==> src/rtl/esn7e_demo_ram_stream_loader_if.sv <==
// Stream-in / RAM-write bundle for the stream loader; "master" is the loader side,
// "slave" is the environment (byte source plus RAM s1 port).
interface esn7e_demo_ram_stream_loader_if #(
  parameter int ADDR_W = 16
);
  logic              in_valid;
  logic [7:0]        in_data;
  logic              in_ready;
  logic [ADDR_W-1:0] ram_address;
  logic [3:0]        ram_byteenable;
  logic              ram_chipselect;
  logic              ram_write;
  logic [31:0]       ram_writedata;
  logic              ram_clken;

  modport master (
    input  in_valid, in_data,
    output in_ready,
    output ram_address, ram_byteenable, ram_chipselect, ram_write, ram_writedata, ram_clken
  );

  modport slave (
    output in_valid, in_data,
    input  in_ready,
    input  ram_address, ram_byteenable, ram_chipselect, ram_write, ram_writedata, ram_clken
  );
endinterface

==> src/rtl/esn7e_demo_ram_stream_loader.sv <==
// Byte-stream to on-chip RAM loader: 4-byte LE header (addr, count), LE word packing, one write cycle per word.
// Optional trailing XOR checksum byte and err_chk port under `ESN_LOADER_CHECKSUM_EN.
module esn7e_demo_ram_stream_loader #(
  parameter int ADDR_W = 16,
  parameter int DEPTH  = 51200
) (
  input  logic clk,
  input  logic reset_n,
  input  logic reset_req,
  esn7e_demo_ram_stream_loader_if.master bus,
  output logic busy,
  output logic done,
  output logic err_range
`ifdef ESN_LOADER_CHECKSUM_EN
  ,
  output logic err_chk
`endif
);

  localparam logic [2:0] S_IDLE = 3'd0;
  localparam logic [2:0] S_HDR  = 3'd1;
  localparam logic [2:0] S_DATA = 3'd2;
  localparam logic [2:0] S_WR   = 3'd3;
  localparam logic [2:0] S_FIN  = 3'd4;
  localparam logic [2:0] S_CHK  = 3'd5;

`ifdef ESN_LOADER_CHECKSUM_EN
  localparam logic [2:0] S_TAIL = S_CHK;
`else
  localparam logic [2:0] S_TAIL = S_FIN;
`endif

  localparam logic [ADDR_W-1:0] ADDR_ONE = ADDR_W'(1);

  logic [2:0]        r_state;
  logic [1:0]        r_hdr_cnt;
  logic [7:0]        r_hdr_lo;
  logic [15:0]       r_remain;
  logic [1:0]        r_lane;
  logic [ADDR_W-1:0] r_addr;
  logic [3:0]        r_be;
  logic [31:0]       r_wdata;
  logic              r_err_range;
`ifdef ESN_LOADER_CHECKSUM_EN
  logic [7:0]        r_xor;
  logic              r_err_chk;
`endif

  logic              w_rdy;
  logic              w_xfer;
  logic              w_in_range;
  logic              w_wr_go;
  logic [15:0]       w_hdr_word;

  // Bytes are refused while writing, finishing, or while the RAM is held in reset.
  assign w_rdy      = ~reset_req && (r_state != S_WR) && (r_state != S_FIN);
  assign w_xfer     = bus.in_valid && w_rdy;
  assign w_in_range = (32'(r_addr) < 32'(DEPTH));
  assign w_wr_go    = (r_state == S_WR) && ~reset_req;
  assign w_hdr_word = {bus.in_data, r_hdr_lo};

  assign bus.in_ready       = w_rdy;
  assign bus.ram_address    = r_addr;
  assign bus.ram_byteenable = r_be;
  assign bus.ram_writedata  = r_wdata;
  assign bus.ram_chipselect = w_wr_go && w_in_range;
  assign bus.ram_write      = w_wr_go && w_in_range;
  assign bus.ram_clken      = 1'b1;

  assign busy      = (r_state == S_HDR) || (r_state == S_DATA) ||
                     (r_state == S_WR)  || (r_state == S_CHK);
  assign done      = (r_state == S_FIN) && ~reset_req;
  assign err_range = r_err_range;
`ifdef ESN_LOADER_CHECKSUM_EN
  assign err_chk   = r_err_chk;
`endif

  always_ff @(posedge clk or negedge reset_n) begin
    if (!reset_n) begin
      r_state     <= S_IDLE;
      r_hdr_cnt   <= 2'd0;
      r_hdr_lo    <= 8'd0;
      r_remain    <= 16'd0;
      r_lane      <= 2'd0;
      r_addr      <= '0;
      r_be        <= 4'd0;
      r_wdata     <= 32'd0;
      r_err_range <= 1'b0;
`ifdef ESN_LOADER_CHECKSUM_EN
      r_xor       <= 8'd0;
      r_err_chk   <= 1'b0;
`endif
    end else begin
`ifdef ESN_LOADER_CHECKSUM_EN
      if (w_xfer) begin
        r_xor <= (r_state == S_IDLE) ? bus.in_data : (r_xor ^ bus.in_data);
      end
`endif
      case (r_state)
        S_IDLE: begin
          if (w_xfer) begin
            r_hdr_lo    <= bus.in_data;
            r_hdr_cnt   <= 2'd1;
            r_lane      <= 2'd0;
            r_be        <= 4'd0;
            r_wdata     <= 32'd0;
            r_err_range <= 1'b0;
`ifdef ESN_LOADER_CHECKSUM_EN
            r_err_chk   <= 1'b0;
`endif
            r_state     <= S_HDR;
          end
        end

        S_HDR: begin
          if (w_xfer) begin
            r_hdr_cnt <= r_hdr_cnt + 2'd1;
            case (r_hdr_cnt)
              2'd1: r_addr   <= ADDR_W'(w_hdr_word);
              2'd2: r_hdr_lo <= bus.in_data;
              2'd3: begin
                r_remain <= w_hdr_word;
                r_state  <= (w_hdr_word == 16'd0) ? S_TAIL : S_DATA;
              end
              default: ;
            endcase
          end
        end

        S_DATA: begin
          if (w_xfer) begin
            r_wdata[{r_lane, 3'b000} +: 8] <= bus.in_data;
            r_be[r_lane] <= 1'b1;
            r_lane       <= r_lane + 2'd1;
            r_remain     <= r_remain - 16'd1;
            if ((r_lane == 2'd3) || (r_remain == 16'd1)) begin
              r_state <= S_WR;
            end
          end
        end

        S_WR: begin
          // Retires only when the RAM is clocked; outputs stay frozen meanwhile.
          if (!reset_req) begin
            if (!w_in_range) begin
              r_err_range <= 1'b1;
            end
            r_addr  <= r_addr + ADDR_ONE;
            r_be    <= 4'd0;
            r_wdata <= 32'd0;
            r_state <= (r_remain != 16'd0) ? S_DATA : S_TAIL;
          end
        end

`ifdef ESN_LOADER_CHECKSUM_EN
        S_CHK: begin
          if (w_xfer) begin
            if (bus.in_data != r_xor) begin
              r_err_chk <= 1'b1;
            end
            r_state <= S_FIN;
          end
        end
`endif

        S_FIN: begin
          if (!reset_req) begin
            r_state <= S_IDLE;
          end
        end

        default: r_state <= S_IDLE;
      endcase
    end
  end

endmodule

==> src/flat_wrapper.sv <==
// flat-port wrapper written by rule: the top's interface ports become plain ports
module esn7e_demo_ram_stream_loader_flat 
#(
  parameter int ADDR_W = 16,
  parameter int DEPTH  = 51200
)
  (clk, reset_n, reset_req, busy, done, err_range, bus_in_valid, bus_in_data, bus_in_ready, bus_ram_address, bus_ram_byteenable, bus_ram_chipselect, bus_ram_write, bus_ram_writedata, bus_ram_clken);
  esn7e_demo_ram_stream_loader_if #(.ADDR_W(ADDR_W)) bus_i ();
  input  logic clk;
  input  logic reset_n;
  input  logic reset_req;
  output logic busy;
  output logic done;
  output logic err_range;
  input wire logic [$bits(bus_i.in_valid)-1:0] bus_in_valid;
  input wire logic [$bits(bus_i.in_data)-1:0] bus_in_data;
  output wire logic [$bits(bus_i.in_ready)-1:0] bus_in_ready;
  output wire logic [$bits(bus_i.ram_address)-1:0] bus_ram_address;
  output wire logic [$bits(bus_i.ram_byteenable)-1:0] bus_ram_byteenable;
  output wire logic [$bits(bus_i.ram_chipselect)-1:0] bus_ram_chipselect;
  output wire logic [$bits(bus_i.ram_write)-1:0] bus_ram_write;
  output wire logic [$bits(bus_i.ram_writedata)-1:0] bus_ram_writedata;
  output wire logic [$bits(bus_i.ram_clken)-1:0] bus_ram_clken;
  assign bus_i.in_valid = bus_in_valid;
  assign bus_i.in_data = bus_in_data;
  assign bus_in_ready = bus_i.in_ready;
  assign bus_ram_address = bus_i.ram_address;
  assign bus_ram_byteenable = bus_i.ram_byteenable;
  assign bus_ram_chipselect = bus_i.ram_chipselect;
  assign bus_ram_write = bus_i.ram_write;
  assign bus_ram_writedata = bus_i.ram_writedata;
  assign bus_ram_clken = bus_i.ram_clken;
  esn7e_demo_ram_stream_loader #(.ADDR_W(ADDR_W), .DEPTH(DEPTH)) u_core (.clk(clk), .reset_n(reset_n), .reset_req(reset_req), .bus(bus_i), .busy(busy), .done(done), .err_range(err_range));
endmodule
==> config.mk <==
export PLATFORM = sky130hd
export DESIGN_NAME = esn7e_demo_ram_stream_loader_flat
export DESIGN_NICKNAME = d
export VERILOG_FILES = /design/src/rtl/esn7e_demo_ram_stream_loader_if.sv /design/src/rtl/esn7e_demo_ram_stream_loader.sv /design/src/flat_wrapper.sv
export SDC_FILE = /design/constraint.sdc
export NUM_CORES = 1
export LEC_CHECK = 0
export ABC_AREA = 1
export BUFFER_PORTS_ARGS = -buffer_cell sky130_fd_sc_hd__buf_2
export CAP_MARGIN = 20
export CORE_UTILIZATION = 45
export DETAILED_ROUTE_END_ITERATION = 10
export PLACE_DENSITY = 0.68
export SLEW_MARGIN = 40
export SYNTH_ARGS = -nofsm -noshare
export SYNTH_HDL_FRONTEND = slang
export SYNTH_SLANG_ARGS = --single-unit
==> constraint.sdc <==
create_clock -name clk -period 1.99 [get_ports clk]
set_clock_uncertainty 0.15 [all_clocks]
set_input_delay 0.0995 -clock clk [delete_from_list [all_inputs] [get_ports clk]]
set_output_delay 0.0995 -clock clk [all_outputs]
set_load 0.03 [all_outputs]
### Word-level counts from Yosys, hierarchy flattened

Cells that the tools add are included.

| operators by class | value |
|---|---|
| bitwise operators | 2 |
| shift operators | 2 |
| add/subtract/negate cells | 5 |
| eq/ne operators | 22 |
| $lt $le $gt $ge | 3 |
| muxes and demuxes | 43 |
| reduce and logical (&&, ||, !) cells | 28 |

Operators by type and width:

| operator | count |
|---|---|
| two-way mux 16 bit | 6 |
| two-way mux 32 bit | 3 |
| one-hot mux 32 bit (3 select lines) | 1 |
| one-hot mux 16 bit (2 select lines) | 2 |
| bitwise mux 32 bit | 1 |
| variable shift 8 x 7 -> 32 bit, first input constant | 1 |
| variable part select 8 x 7 -> 32 bit | 1 |
| two-way mux 3 bit | 9 |
| two-way mux 8 bit | 3 |
| AND reduction 4 bit | 5 |
| adder 16 x 1 -> 16 bit, second input constant | 1 |
| equality test 16 x 1 -> 1 bit, second input constant | 1 |
| zero test 16 bit | 1 |
| < comparator 16 bit, second input constant | 1 |
| one-hot mux 8 bit (2 select lines) | 1 |
| nonzero test 16 bit | 1 |
| subtractor 16 x 1 -> 16 bit, second input constant | 1 |
| one-hot mux 3 bit (5 select lines) | 1 |
| != test 2 bit, second input constant | 7 |
| two-way mux 4 bit | 3 |
| one-hot mux 4 bit (3 select lines) | 1 |
| nonzero test 2 bit | 5 |
| two-way mux 2 bit | 4 |
| one-hot mux 2 bit (2 select lines) | 2 |
| other kinds (23) | 43 |

| word-level totals | value |
|---|---|
| output and inout bits | 59 |
| word-level logic and storage cells | 114 |
| input bits | 12 |
| register bits after elaboration | 84 |

### Longest topological paths before layout

Gate-level depths: netlist of the first run.

| logic depth | value |
|---|---|
| depth after elaboration | 7 |
| gate-level depth with buffers | 11 |
| depth with buffers taken out | 11 |

### Worst setup path after synthesis of the first run

OpenSTA, ideal clock, no wires.

| timing path | value |
|---|---|
| path type | reg-to-reg |
| from | register u_core.r_lane[0] |
| to | register u_core.r_wdata[0] (netlist: u_core.bus.ram_writedata[0]) |
| arrival time | 1902 ps |
| cell stages (with the launch flop) | 8 |
| required time | 1764 ps |
| clock period less this slack | 2128 ps |
| path slack | -138 ps |
| buffers on the path | 1 |
| library setup time | 76 ps |
| cells stage by stage | dfrtp_1 inv_1 clkbuf_1 ha_1 clkinv_1 nor3_2 nand2_1 o21ai_1 |

| between the ends | value |
|---|---|
| longest elaborated chain between the ends | 5 |
| elaborated cells on any way between the ends | 6 |
| classes of those cells | add/sub: 1; shift: 2; mux: 3 |

Ends and longest elaborated chain:

| element | RTL line | source |
|---|---|---|
| start, declared | esn7e_demo_ram_stream_loader.sv:39 | `logic [1:0] r_lane;` |
| start signal, assigned | esn7e_demo_ram_stream_loader.sv:134 | `r_lane <= r_lane + 2'd1;` |
| negation 5 -> 7 bit * | esn7e_demo_ram_stream_loader.sv:132 | `r_wdata[{r_lane, 3'b000} +: 8] <= bus.in_data;` |
| variable part select 8 x 7 -> 32 bit or variable shift 8 x 7 -> 32 bit (tied branches) | esn7e_demo_ram_stream_loader.sv:132 |  |
| bitwise mux 32 bit * | esn7e_demo_ram_stream_loader.sv:132 |  |
| two-way mux 32 bit * | esn7e_demo_ram_stream_loader.sv:131 | `if (w_xfer) begin` |
| one-hot mux 32 bit (3 select lines) * | esn7e_demo_ram_stream_loader.sv:99 | `case (r_state)` |
| end signal, assigned by index | esn7e_demo_ram_stream_loader.sv:132 |  |
| end, declared | esn7e_demo_ram_stream_loader.sv:42 | `logic [31:0] r_wdata;` |

Every way passes the cells marked *; elsewhere a longest branch is shown, timed or not. The select of a mux whose other input is x is not followed.
A chain may end at the register's enable or synchronous reset.

### Final worst setup path of the first run

| timing path | value |
|---|---|
| from | register u_core.r_state[2] |
| to | output bus_ram_write |

| between the ends | value |
|---|---|
| longest elaborated chain between the ends | 3 |

Ends and longest elaborated chain:

| element | RTL line | source |
|---|---|---|
| start, declared | esn7e_demo_ram_stream_loader.sv:35 | `logic [2:0] r_state;` |
| start signal, assigned | esn7e_demo_ram_stream_loader.sv:123 | `r_state <= (w_hdr_word == 16'd0) ? S_TAIL : S_DATA;` |
| start signal, assigned | esn7e_demo_ram_stream_loader.sv:151 | `r_state <= (r_remain != 16'd0) ? S_DATA : S_TAIL;` |
| equality test 3 x 2 -> 1 bit | esn7e_demo_ram_stream_loader.sv:59 | `assign w_wr_go = (r_state == S_WR) && ~reset_req;` |
| logical AND 1 bit | esn7e_demo_ram_stream_loader.sv:59 |  |
| logical AND 1 bit | esn7e_demo_ram_stream_loader.sv:67 | `assign bus.ram_write = w_wr_go && w_in_range;` |
| end, declared | flat_wrapper.sv:21 | `output wire logic [$bits(bus_i.ram_write)-1:0] bus_ram_write;` |

Every way passes these cells.

==> metrics.csv, run 1 <==
metric;value;unit
Pwr Density;1493;mW/mm^2
Root Buffer;clkbuf_8;
NumNets Final;811;
vias in the first global route;4536;
first-pass GRT wire length;22.64;mm
syn_nets;712;
Final Max Tran Viols;0;
clock buffer depth;2;
CTS Sinks;84;
Switching Fraction;49.70;%
sequential cell area fraction in the yosys report;42.51;%
Pint;4.453;mW
design area;0.005929;sq mm
Synth-to-Final Area Change;19.91;%
leak pwr;3.011;nW
GRT Residual Overflow;0;
GPL Wtd Cong;0.8534;
Worst VDD drop;0.8571;mV
synth warn;0;
worst hold path class;input pin to register;
Ant. Diodes;0;
layout cells sized above 1;18.28;%
Cells after Synth;689;
Clock power frac;16.3;%
initial cell density of the core;47.05;%
Max Fanout on Critical Path;9;
Synth Flop Type;dfrtp_1;
Die X;106.8;um
placed wire-length estimate;9.857;mm
Reg2Reg Depth;9;
Pre-antenna DRT Iters;6;
CP startpoint kind;register;
largest net degree at the start of global routing;45;
Netlist cell types;36;
post-synth top area cell;dfrtp_1;
Via Count;4935;
Synth Register Bits;84;
FF+latch area;0.002105;sq mm
WL final;13.67;mm
Mapped Area;0.004945;sq mm
GRT Total Usage;25.41;%
Final Power;8.852;mW
Hold Vio Cnt, Final;0;
Core Area;0.01051;sq mm
CP peak stage delay;0.40;ns
Place WS;0.1514;ns
Slew HR;61.49;%
dpl cell area;0.005559;sq mm
final setup violation count;0;
RSZ-0062 raised after global routing;yes;
critical path required time;1.74;ns
vias per cell;5.312;
Logic pwr share;52.7;%
status;complete, no violations;
maxcap violations;0;
clock slew at reported path FFs;0.10;ns
asr flop ratio synth;100.0;%
part of the power in registers;31.0;%
worst setup margin;0.08107;ns
Final min period;1.909;ns
H-tree lvl count;3;
die extent in y;106.8;um
CP endpoint kind;output port;
Detail Route Antenna Nets;0;
fmax;523.9;MHz
Yosys top cell area share;42.51;%
initial antenna violation count;0;
most frequent cells in the layout;244 x nand2_1, 82 x dfrtp_1, 66 x buf_2;
Post-synth EDFFs;0;
Worst-Margin Slew;0.5776;ns
post-synthesis area per instance;7.177;sq um
row count;37;
Fill cells;1015;
area taken by multi-input logic gates;0.002471;sq mm
commonest non-fill, non-tap cell in the layout;nand2_1;
Residual DRC;0;
die area;0.01141;sq mm
Boundary Pins;71;
worst skew pair latency;0.37;ns
Area contributors post-synth;dfrtp_1 43%, nand2_1 19%, nand3_1 6.0%;
part of the cycle the worst path needs;95.93;%
input/output buffers;69;
CTS Buf Count;9;
kind of critical path;register to output port;
DR iter-0 viols;237;
Sw Pwr;4.399;mW
post-layout util;56.42;%
Crit-path slowest cell;dfrtp_1;
hold depth;5;
CTS tree;yes;
Crit path arrival time;1.66;ns
crit path cell chain;buf_4 -> nor2_4 -> buf_6 -> nand2_1 -> nor2_1 -> clkbuf_4;
Avg WL per Cell;14.71;um
==> power groups by stage <==
stage                     clock [mW]  sequential [mW]  combinational (mW)
after floorplan                    0             3.15                2.93
after global placement             0             2.75                4.47
after detailed placement           0             2.77                4.54
after CTS                       1.48             2.74                4.58
after global routing            1.55             2.83                5.19
final                           1.45             2.74                4.66
==> worst paths after layout <==
path / endpoint / slack, ns / start
max in group asynchronous: u_core.r_remain[2] / 0.92 / reset_n
min in group asynchronous: u_core.bus.ram_writedata[9] / 0.13 / reset_n
max: bus_ram_write / 0.08 / u_core.r_state[2]
max reg2reg: u_core.r_state[0] / 0.15 / u_core.r_state[1]
min: u_core.r_hdr_cnt[0] / 0.10 / bus_in_valid
min reg2reg: u_core.bus.ram_writedata[28] / 0.34 / u_core.bus.ram_writedata[28]
==> final cells by class <==
class                           instances  share of cell area (%)
Timing Repair Buffer                  110                   11.84
Inverter                               66                   4.220
Multi-Input combinational cell        517                   41.68
Sequential cell                        84                   35.49
Tap cell                              136                   2.870
Clock buffer                            9                   2.089
Clock inverter                          7                   1.815
==> what timing repair did <==
item / 4_1_cts / 5_1_grt
hold buffers: 10 / 0
hold endpoints to repair: 61 / 0
resized for setup: 1 / 7
setup buffers: 0 / 3
setup endpoints to repair: 2 / 13
pin swaps: 0 / 2
==> metal layers <==
metal,vias to the layer above,global-route usage (%),share of wire [%]
li1,2432,-,-
met1,2313,34.68,46
met2,173,40.23,47
met3,17,5.046,5.8
met4,0,8.806,1.5
met5,-,0,0
==> cell usage after synthesis, types with 2 or more instances <==
master and number:
o21ai_0 53, buf_6 3, buf_4 6, o211ai_4 3
nand2_2 4, nand3_2 2, nor2_4 3, inv_2 3
o22ai_1 4, o21a_1 3, nor2_1 55, o211ai_1 3
a21oi_1 9, nand4_1 11, buf_2 4, o21ai_2 2
ha_1 11, inv_1 62, nand3_1 59, clkbuf_1 9
o21ai_1 26, nor3_1 9, dfrtp_1 84, or2_2 4
nand2_1 245, a31oi_1 2
==> registers in the layout, indices dropped and copies added, names as in the netlist <==
signal,flops
u_core.bus.ram_address,16
u_core.r_state,3
u_core.r_hdr_cnt,2
u_core.r_remain,16
u_core.r_lane,2
u_core.r_hdr_lo,8
u_core.err_range,1
u_core.bus.ram_writedata,32
u_core.bus.ram_byteenable,4
==> logic make-up after synthesis <==
group | after synthesis | synth area share, %
AND/OR/NAND/NOR | 397 | 34.13
flip-flops | 84 | 42.51
XOR/XNOR | 1 | 0.1772
other | 1 | 0.07584
AO/OA/AOI/OAI | 107 | 12.63
adder cells (fa/ha/maj) | 11 | 2.783
buffers and inverters | 88 | 7.692
==> worst max-delay path: cells and delay by family (launching register included) <==
family	cells	cell delay, ns
flip-flops	1	0.40
AND/OR/NAND/NOR	3	0.36
buffers and inverters	3	0.53
==> metrics by stage <==
stage	hold slack (ns)	cells	setup TNS [ns]
floorplan	-0.3461	689	0
global placement	-0.02738	900	0
detailed placement	-0.01301	900	0
CTS	0.09338	926	0
global route	0.1225	929	-0.06962
finish	0.1027	929	0
Power figures use the tool's default switching activity.
==> run 2, diff against run 1 <==
--- a/config.mk
+++ b/config.mk
@@ -10,7 +10,7 @@
 export CAP_MARGIN = 20
 export CORE_UTILIZATION = 45
 export DETAILED_ROUTE_END_ITERATION = 10
-export PLACE_DENSITY = 0.68
+export PLACE_DENSITY = 0.66
 export SLEW_MARGIN = 40
 export SYNTH_ARGS = -nofsm -noshare
 export SYNTH_HDL_FRONTEND = slang
==> run 2 against run 1 <==
Compared with the run above:
- worst setup slack better by 0.019 ns
- highest routed layer unchanged
- fmax is 1.0% higher
- first-iteration DRC count is 8.0% lower
- clock power is 5% lower
- utilization is 0.35 points higher
- sequential share of layout area is 0.17 points lower
- final cell count is 0.32% higher
- via count is 0.59% lower
- critical path depth is 2 higher
- routed wire length is 2.6% higher
- non-clock buffer count is 3 higher
==> metrics.csv, run 2 (synthesized netlist as in run 1, its figures left out) <==
metric;value;unit
Worst VDD drop;0.9493;mV
largest net degree at the start of global routing;44;
final instance count without filler cells;932;
Via Count;4906;
GRT Total Usage;26.19;%
clock slew at reported path FFs;0.09;ns
CP startpoint kind;register;
Avg WL per Cell;15.04;um
final setup violation count;0;
Crit-path slowest cell;dfrtp_2;
row count;37;
GPL Wtd Cong;0.9049;
worst hold path class;input pin to asynchronous set/reset pin;
placed wire-length estimate;10.08;mm
r2r setup slk;0.10;ns
Max Fanout on Critical Path;7;
die area;0.01141;sq mm
WL final;14.02;mm
Detail Route Antenna Nets;0;
Final min period;1.890;ns
Critical R2R Launch;u_core.r_state[0];
worst setup margin;0.1001;ns
input/output buffers;69;
crit-path most repeated cell;nand2_1;
Root Buffer;clkbuf_8;
placed cell count;900;
leak pwr;3.020;nW
post-route setup TNS;0;ns
fmax;529.1;MHz
Place WS;0.1221;ns
Boundary Pins;71;
clock buffer depth;2;
commonest non-fill, non-tap cell in the layout;nand2_1;
RSZ-0062 raised after global routing;no;
CTS tree;yes;
Reg2Reg Depth;8;
Ant. Diodes;0;
Reg2Reg Capture Point;u_core.r_state[1];
most frequent cells in the layout;244 x nand2_1, 80 x dfrtp_1, 66 x buf_2;
Hold Vio Cnt, Final;0;
Synth-to-Final Area Change;20.65;%
Pre-antenna DRT Iters;5;
part of the cycle the worst path needs;94.97;%
H-tree lvl count;3;
layout cells sized above 1;18.97;%
CP peak stage delay;0.44;ns
DR iter-0 viols;218;
worst skew pair latency;0.37;ns
crit path cell chain;buf_4 -> nand3_2 -> nand4_2 -> nand2_4 -> nand3_1 -> nor2_1 -> nand2_1 -> nand2_1;
die extent in y;106.8;um
CTS Buf Count;9;
vias in the first global route;4584;
Final Max Tran Viols;0;
kind of critical path;register to register;
first-pass GRT wire length;23.18;mm
initial antenna violation count;0;
Pwr Density;1495;mW/mm^2
Residual DRC;0;
hold_ws;0.01547;ns
Crit path arrival time;2.05;ns
vias per cell;5.264;
post-layout util;56.77;%
max reg flops;32;
critical path required time;2.15;ns
GRT Residual Overflow;0;
initial cell density of the core;47.05;%
CTS Sinks;84;
NumNets Final;814;
Core Area;0.01051;sq mm
maxcap violations;0;
CP endpoint kind;register;
Die X;106.8;um
status;complete, no violations;
-- run 2: changes by cell type in the layout (fill, tap and decap cells not counted), sizes merged --
cell | previous run | this run
clkinv | 4 | 3
clkinvlp | 0 | 1
buf | 98 | 102
inv | 67 | 66
-- run 2: worst max path at each step --
stage,start,end,slack (ns),depth (start not counted)
floorplan,u_core.r_lane[0],u_core.bus.ram_writedata[0],0.02,7
global placement,u_core.r_state[0],u_core.r_state[0],0.09,8
detailed placement,u_core.r_state[0],u_core.r_state[1],0.12,8
CTS,u_core.r_state[1],bus_ram_chipselect,0.02,6
global route,u_core.bus.ram_address[1],u_core.bus.ram_address[10],0.007,11
finish,u_core.r_state[0],u_core.r_state[1],0.10,8
-- run 2: timing repair --
action | CTS | global route
pin swaps | 0 | 2
endpoints found under the hold margin | 104 | 0
gates resized for setup | 4 | 11
gates cloned | 0 | 1
hold buffers | 10 | 0
setup endpoints to repair | 2 | 25
buffers inserted | 0 | 5
-- run 2: where the power goes --
group | leakage, nW | switching (mW) | total, mW | internal, mW
logic | 1.82 | 3.24 | 4.79 | 1.55
clock network | 0.107 | 0.668 | 1.38 | 0.708
registers | 1.09 | 0.504 | 2.75 | 2.25
-- run 2: critical path: cells and delay by family (launching register included) --
| kind | cells | cell delay, ns |
|---|---|---|
| buffers and inverters | 1 | 0.16 |
| DFF | 1 | 0.44 |
| and+or+nand+nor | 7 | 1.08 |
-- run 2: stage by stage --
step           total power, mW  area (sq um)
6_report                 8.917          5966
5_1_grt                  9.665          5966
4_1_cts                  8.768          5883
3_5_place_dp             7.335          5559
3_3_place_gp             7.248          5559
2_1_floorplan            6.074          4952
-- run 2: area by class of cell --
cell class / count / area [sq um]
clock buffer: 10 / 127.6
clock inverter: 6 / 86.33
fill: 998 / 4543
inverter: 66 / 247.7
multi-input combinational: 517 / 2476
sequential: 84 / 2107
tap: 136 / 170.2
timing repair buffer: 113 / 750.7
-- run 2: per-layer routing --
metal / routed length (um) / vias up / GRT usage (%)
li1: - / 2427 / -
met1: 6598 / 2312 / 36.28
met2: 6479 / 144 / 41.15
met3: 668 / 23 / 5.714
met4: 275 / 0 / 7.534
met5: 0 / - / 0
==> run 3, diff against run 2 <==
--- a/config.mk
+++ b/config.mk
@@ -8,6 +8,7 @@
 export ABC_AREA = 1
 export BUFFER_PORTS_ARGS = -buffer_cell sky130_fd_sc_hd__buf_2
 export CAP_MARGIN = 20
+export CORE_MARGIN = 5
 export CORE_UTILIZATION = 45
 export DETAILED_ROUTE_END_ITERATION = 10
 export PLACE_DENSITY = 0.66
==> run 3 against run 2 <==
Compared with the run above:
- combinational power is 4% higher
- flip-flop and latch count stayed put
- largest cell class unchanged
- worst setup slack worse by 0.061 ns
- design area is 0.13% lower
- worst hold slack better by 0.073 ns
==> metrics.csv, run 3 (synthesized netlist as in run 1, its figures left out) <==
metric;value;unit
Fill cells;1025;
Final min period;1.951;ns
Pint;4.394;mW
vias per cell;5.215;
Logic pwr share;56.4;%
r2r setup slk;0.12;ns
worst skew pair latency;0.37;ns
commonest non-fill, non-tap cell in the layout;nand2_1;
maxcap violations;0;
Switching Fraction;50.21;%
post-layout util;55.21;%
Sw Pwr;4.432;mW
Avg WL per Cell;15.10;um
critical path required time;1.74;ns
GRT Residual Overflow;0;
Synth-to-Final Area Change;20.50;%
vias in the first global route;4602;
hold_ws;0.08868;ns
initial cell density of the core;45.81;%
NumNets Final;814;
Detail Route Antenna Nets;0;
H-tree lvl count;3;
DR iter-0 viols;320;
first-pass GRT wire length;22.75;mm
Via Count;4876;
CP peak stage delay;0.44;ns
CP startpoint kind;register;
largest net degree at the start of global routing;49;
Boundary Pins;71;
GRT Total Usage;21.56;%
Clock power frac;12.5;%
CTS Sinks;84;
placed cell count;903;
worst hold path class;input pin to asynchronous set/reset pin;
Die X;114.8;um
final instance count without filler cells;935;
clock buffer depth;2;
die area;0.01318;sq mm
fmax;512.5;MHz
initial antenna violation count;1;
Max Fanout on Critical Path;13;
max reg flops;32;
kind of critical path;register to output port;
part of the cycle the worst path needs;98.05;%
input/output buffers;69;
status;complete, no violations;
Pre-antenna DRT Iters;5;
Ant. Diodes;0;
CTS tree;yes;
most frequent cells in the layout;245 x nand2_1, 83 x dfrtp_1, 66 x buf_2;
Final Max Tran Viols;0;
part of the power in registers;31.1;%
Final Power;8.826;mW
CTS Buf Count;9;
die extent in y;114.8;um
WL final;14.12;mm
Worst VDD drop;0.7480;mV
Root Buffer;clkbuf_8;
CP endpoint kind;output port;
final setup violation count;0;
row count;38;
area taken by multi-input logic gates;0.002482;sq mm
placed wire-length estimate;10.20;mm
crit path cell chain;nand2_1 -> nor2_4 -> buf_12 -> nand2_1 -> nor2_2 -> buf_4;
clock slew at reported path FFs;0.09;ns
GPL Wtd Cong;0.9297;
FF+latch area;0.002103;sq mm
Hold Vio Cnt, Final;0;
Residual DRC;0;
crit-path most repeated cell;nand2_1;
leak pwr;3.010;nW
layout cells sized above 1;18.36;%
Crit-path slowest cell;dfrtp_1;
Pwr Density;1481;mW/mm^2
Crit path arrival time;1.70;ns
Core Area;0.01079;sq mm
-- run 3: cell types whose count changed in the layout (fill, tap and decap cells not counted), sizes merged --
cell,change
clkinvlp,+1
bufinv,-2
nor2,+1
buf,-1
-- run 3: worst max-delay path, delay by kind of cell (launching register included) --
kind | cells | cell delay (ns)
and+or+nand+nor | 4 | 0.55
buffers and inverters | 2 | 0.34
DFF | 1 | 0.44
-- run 3: area by class of cell --
cell class / count / area share, %
multi-input cells: 518 / 41.66
flip-flops and latches: 84 / 35.30
repair buffers: 112 / 13.17
inverters: 66 / 4.158
well taps: 140 / 2.940
clock buffers: 10 / 2.142
clock inverters: 5 / 0.6300
-- run 3: power by group through the flow --
stage | combinational, mW | clock [mW] | sequential [mW]
after floorplan | 2.93 | 0 | 3.15
after CTS | 4.64 | 1.12 | 2.73
after global placement | 4.52 | 0 | 2.74
after global routing | 5.51 | 1.20 | 2.83
after detailed placement | 4.58 | 0 | 2.75
final | 4.98 | 1.11 | 2.74
-- run 3: path summary, 6_finish.rpt --
check	start	to	cells after the start
setup reg to reg	u_core.r_state[0]	u_core.r_remain[1]	9
max in group asynchronous	reset_n	u_core.r_remain[2]	3
hold reg to reg	u_core.bus.ram_writedata[31]	u_core.bus.ram_writedata[31]	2
min in group clk	bus_in_valid	u_core.r_lane[1]	5
setup / recovery	u_core.r_state[0]	bus_ram_chipselect	6
hold / removal	reset_n	u_core.bus.ram_writedata[8]	2
-- run 3: repair_timing --
action,CTS,global route
hold endpoints to repair,96,0
hold buffers,10,0
pin swaps,0,5
gates cloned,0,2
resized for setup,3,9
buffers inserted,0,5
endpoints found under the setup margin,2,26
-- run 3: metrics by stage --
step                TNS (ns)  cell area (sq um)  setup slack (ns)
global placement           0               5557            0.1467
finish                     0               5958           0.03871
detailed placement         0               5557           0.06028
global route        -0.07466               5958          -0.03954
floorplan                  0               4952           0.01632
CTS                        0               5831           0.01757
-- run 3: routing by layer --
layer	track usage, %	part of all wire (%)	up-vias
met3	3.579	4.9	21
met5	0	0.050	-
met4	6.260	1.8	2
met1	29.05	45	2295
li1	-	-	2436
met2	35.93	48	122
